===== src/rtl/pipe_stage_reg.sv =====
// pipe_stage_reg: two-entry skid buffer used as a pipeline stage register.
//
// The main register always drives the downstream side. The skid register
// holds one extra payload, which lets in_ready be a plain flop with no
// combinational path from out_ready.
//
// Ports:
//   clock      rising-edge clock for all state
//   reset      synchronous, active-high reset
//   flush      discard every held entry at the next edge
//   in_valid   upstream presents a payload
//   in_data    upstream payload (DATA_WIDTH bits)
//   in_ready   stage can accept a payload this cycle (registered)
//   out_valid  downstream payload is valid
//   out_data   downstream payload, BUBBLE_VALUE when empty
//   out_ready  downstream accepts the payload this cycle
//   count      number of held entries (0, 1 or 2)
module pipe_stage_reg #(
  parameter int                    DATA_WIDTH   = 64,
  parameter logic [DATA_WIDTH-1:0] BUBBLE_VALUE = '0
) (
  input  logic                  clock,
  input  logic                  reset,
  input  logic                  flush,
  input  logic                  in_valid,
  input  logic [DATA_WIDTH-1:0] in_data,
  output logic                  in_ready,
  output logic                  out_valid,
  output logic [DATA_WIDTH-1:0] out_data,
  input  logic                  out_ready,
  output logic [1:0]            count
);

  // The state encoding is the entry count, so count is the state register.
  typedef enum logic [1:0] {
    EMPTY = 2'd0,
    ONE   = 2'd1,
    FULL  = 2'd2
  } state_t;

  state_t                state_q, state_d;
  logic [DATA_WIDTH-1:0] main_q, main_d;
  logic [DATA_WIDTH-1:0] skid_q, skid_d;
  logic                  in_ready_q, in_ready_d;
  logic                  in_xfer;
  logic                  out_xfer;

  always_comb begin
    in_xfer    = in_valid & in_ready_q;
    out_xfer   = (state_q != EMPTY) & out_ready;
    state_d    = state_q;
    main_d     = main_q;
    skid_d     = skid_q;

    // Flush beats any transfer; an output transfer in this cycle has already
    // been seen by the downstream stage, so nothing else is needed for it.
    if (flush) begin
      state_d = EMPTY;
      main_d  = BUBBLE_VALUE;
      skid_d  = BUBBLE_VALUE;
    end else begin
      case (state_q)
        EMPTY: begin
          if (in_xfer) begin
            state_d = ONE;
            main_d  = in_data;
          end
        end
        ONE: begin
          if (out_xfer && in_xfer) begin
            main_d = in_data;
          end else if (out_xfer) begin
            state_d = EMPTY;
            main_d  = BUBBLE_VALUE;
          end else if (in_xfer) begin
            state_d = FULL;
            skid_d  = in_data;
          end
        end
        FULL: begin
          // in_ready_q is low here, so only the drain path exists.
          if (out_xfer) begin
            state_d = ONE;
            main_d  = skid_q;
            skid_d  = BUBBLE_VALUE;
          end
        end
        default: begin
          state_d = EMPTY;
          main_d  = BUBBLE_VALUE;
          skid_d  = BUBBLE_VALUE;
        end
      endcase
    end

    // Registering the next-state view of "not full" keeps in_ready free of
    // any same-cycle dependence on out_ready.
    in_ready_d = (state_d != FULL);
  end

  always_ff @(posedge clock) begin
    if (reset) begin
      state_q    <= EMPTY;
      main_q     <= BUBBLE_VALUE;
      skid_q     <= BUBBLE_VALUE;
      in_ready_q <= 1'b1;
    end else begin
      state_q    <= state_d;
      main_q     <= main_d;
      skid_q     <= skid_d;
      in_ready_q <= in_ready_d;
    end
  end

  assign in_ready  = in_ready_q;
  assign out_valid = (state_q != EMPTY);
  assign out_data  = (state_q == EMPTY) ? BUBBLE_VALUE : main_q;
  assign count     = state_q;

endmodule


===== config.mk =====
export PLATFORM = sky130hd
export DESIGN_NAME = pipe_stage_reg
export DESIGN_NICKNAME = d
export VERILOG_FILES = /design/src/rtl/pipe_stage_reg.sv
export SDC_FILE = /design/constraint.sdc
export NUM_CORES = 1
export LEC_CHECK = 0
export CORE_MARGIN = 3
export CORE_UTILIZATION = 47
export DETAILED_ROUTE_END_ITERATION = 16
export GPL_ROUTABILITY_DRIVEN = 0
export GPL_TIMING_DRIVEN = 0
export PLACE_DENSITY = 0.77
export SYNTH_ARGS = -nofsm -noshare
export SYNTH_HDL_FRONTEND = slang
export SYNTH_SLANG_ARGS = --single-unit

===== constraint.sdc =====
create_clock -name clock -period 1.6 [get_ports clock]
set_input_delay 0.24 -clock clock [delete_from_list [all_inputs] [get_ports clock]]
set_output_delay 0.24 -clock clock [all_outputs]
set_load 0.01 [all_outputs]

==> flow_metrics.py <==
metrics = {
    "place": {
        "placed_cell_area_um2": 8330,
        "placed_cells": 1055,
        "portBuffers": 135,
        "hpwlAfterDp_um": 11800,
    },
    "status": {
        "status": "complete, but fails checks",
        "violations": "negative setup slack",
    },
    "critical_path": {
        "cp-endpoint": "out_data[18]",
        "r2r_end": "main_q[6]",
        "path_cells": "nor2_4 > inv_4 > clkbuf_16 > clkbuf_16 > and2_4 > buf_6",
        "cp_max_fo": 6,
        "critical_path.startpoint": "count[0]",
        "path_common_cell": "clkbuf_16",
        "crit_type": "register to primary output",
        "crit_family": "buffers and inverters",
        "worstReg2RegStart": "count[0]",
        "crit_path_top_delay_cell": "dfxtp_4",
        "worst_r2r_path_depth": 7,
        "critPathCaptureType": "primary output",
        "cp.required_ps": 1360,
        "arrival_ps": 1600,
        "start_kind": "register",
        "cp.depth": 6,
        "rrSetupSlack_ps": -10,
        "max_stage_delay_ps": 360,
        "timing.critical_path.buf_inv": 4,
    },
    "cts": {
        "ctsLongestPathBuffers": 2,
        "cts_sinks": 131,
        "clk_pin_slew_ps": 60,
        "clockRootBuffer": "clkbuf_16",
        "clk-insertion-delay-late_ps": 430,
        "cts_tree": "yes",
        "cts_hold_buf": 0,
        "cts_buffers": 17,
        "htree_levels": 4,
    },
    "die": {
        "core_area_um2": 14000,
        "die_x_um": 126,
        "start_util": 0.483,
        "rows": 43,
        "chipHeight_um": 126,
        "num_io_pins": 137,
        "die-area_um2": 15800,
    },
    "power": {
        "power-per-cell-area_nw_per_um2": 908,
        "power_frac_seq": 0.382,
        "max-vdd-ir-drop_uv": 676,
        "p_comb_frac": 0.153,
        "pwr-share-clk": 0.465,
        "swShare": 0.249,
        "netSwitchingPower_w": 0.00220,
        "p_int_w": 0.00665,
        "p_leak_nw": 3.68,
    },
    "routing": {
        "drtIter0Drc": 383,
        "drt-pass1-iter-count": 5,
        "antenna_left": 0,
        "drt_wl_total_um": 18700,
        "drc": 0,
        "num_vias": 5970,
        "wl_per_cell_um": 16.9,
        "via_per_inst": 5.40,
    },
    "synthesis": {
        "syn-num-nets": 809,
        "synthTopCellsByArea": "dfxtp_1 39%, mux2i_1 19%, and2_1 12%",
        "synth.avg_cell_area_um2": 9.13,
        "synth_edf_count": 0,
        "netlist_instances": 740,
        "synth_cell_type_count": 33,
        "yosys.area.top_type_share": 0.388,
        "synth_seq_cells": 131,
        "synthesis.area_um2": 6760,
        "synth_flop_cell": "dfxtp_1",
        "ys_seq_area_frac": 0.388,
        "synth_top_area_cell": "dfxtp_1",
        "yosysWarningCount": 0,
        "synth-async-reset-ratio": 0,
    },
    "sta": {
        "rsz0062_at_grt": "yes",
        "drv_slew": 0,
        "fin_skew_ps": 8.61,
        "maxSlewHeadroom": 0.623,
        "holdWs_ps": 173,
        "min_period_ps": 1840,
        "hold_violations": 0,
        "finalCritPeriodShare": 1.15,
        "setup_slack_ps": -242,
        "worst_pin_slew_ps": 565,
        "finalSetupViolCount": 68,
        "fmax_mhz": 543,
    },
    "global_route": {
        "grt_pass1_vias": 5691,
        "grt_usage": 0.231,
        "grt_antenna_before_repair": 0,
        "grt_overflow": 0,
        "grt_start_max_net_pins": 20,
        "grt_first_pass_wirelength_um": 29500,
    },
    "min_path": {
        "min_path_type": "primary input to register",
        "hold_start": "out_ready",
    },
    "cells_and_area": {
        "final_cell_area_um2": 9750,
        "antenna_cells": 0,
        "stdcell_count": 1105,
        "fin_nets": 981,
        "fin_util": 0.697,
        "nFillCells": 1116,
        "syn_to_final_growth_pct": 44.3,
        "drive_gt1_frac": 0.282,
    },
    "job": {
        "maxCapViolCount": 0,
    },
}
[through the flow]
step | worst slack (ps) | total power (W) | setup TNS, ps
finish | -242 | 0.00885 | -11780
global route | -286 | 0.00916 | -17490
CTS | -330 | 0.00882 | -18810
detailed placement | -1100 | 0.00454 | -123930
global placement | -1100 | 0.00453 | -123210
floorplan | 4.96 | 0.00409 | 0
[layout make-up]
class | instances | area, um^2 | area share
sequential | 131 | 2630 | 0.270
clock buffer | 18 | 439 | 0.0451
tap | 180 | 225 | 0.0231
timing repair buffer | 156 | 1560 | 0.160
buffer | 67 | 613 | 0.0629
inverter | 3 | 13.8 | 0.00141
multi-input combinational | 536 | 4080 | 0.418
clock inverter | 14 | 186 | 0.0191
[layout by cell type, fill, tap and decap left out, types with 17 or more instances in the layout]
cell type and count:
nor2_1 130, dfxtp_1 128, mux2i_1 126, and2_1 74, clkdlybuf4s50_1 67, buf_6 66, o2bb2ai_1 63, and2_4 53
a22oi_1 45, buf_4 25, clkbuf_16 22, a22oi_2 19, buf_2 17
[flip-flops by register name, indices dropped and copies added (netlist names)]
name	flops
main_q	64
skid_q	64
count	2
in_ready	1
[kinds of logic (layout without fill, tap and decap cells)]
family | Yosys count | after routing | share of synthesized area
muxes | 128 | 128 | 0.190
DFF | 131 | 131 | 0.388
buffers and inverters | 75 | 258 | 0.0517
and+or+nand+nor | 269 | 270 | 0.201
xor gates and xnor gates | 1 | 1 | 0.00241
AOI/OAI and AO/OA | 136 | 137 | 0.167
[cells in the mapped netlist, types with 2 or more instances]
master / number
a22oi_1: 64
and2_1: 127
buf_2: 27
buf_4: 9
clkbuf_1: 35
dfxtp_1: 131
inv_1: 2
mux2i_1: 127
nand2_1: 3
nor2_1: 130
o2bb2ai_1: 63
[how the worst min path moves through the flow]
stage / to / slack [ps] / depth (start not counted)
after floorplan: skid_q[0] / 460 / 2
after global placement: skid_q[14] / 470 / 2
after detailed placement: skid_q[63] / 480 / 2
after CTS: count[1] / 100 / 2
after global routing: count[1] / 180 / 2
final: count[1] / 170 / 2
[routing by layer]
layer / GRT usage / up-vias / wire (um)
met5: 0 / - / 0
met4: 0.0795 / 0 / 297
met3: 0.0509 / 29 / 951
met2: 0.360 / 162 / 8760
met1: 0.319 / 2840 / 8640
li1: - / 2939 / -
[power by group through the flow]
stage / Clock [W] / Sequential, W / Combinational, W
2_1_floorplan: 0 / 0.00343 / 0.000663
3_3_place_gp: 0 / 0.00344 / 0.00108
3_5_place_dp: 0 / 0.00344 / 0.00109
4_1_cts: 0.00417 / 0.00338 / 0.00128
5_1_grt: 0.00431 / 0.00339 / 0.00146
6_report: 0.00411 / 0.00338 / 0.00136
[repair_timing]
action / 4_1_cts / 5_1_grt
endpoints found under the setup margin: 193 / 189
hold endpoints to repair: 0 / 0
buffers inserted: 10 / 4
pin swaps: 60 / 5
gates cloned: 7 / 3
gates resized for setup: 431 / 90
Power figures use the tool's default switching activity.
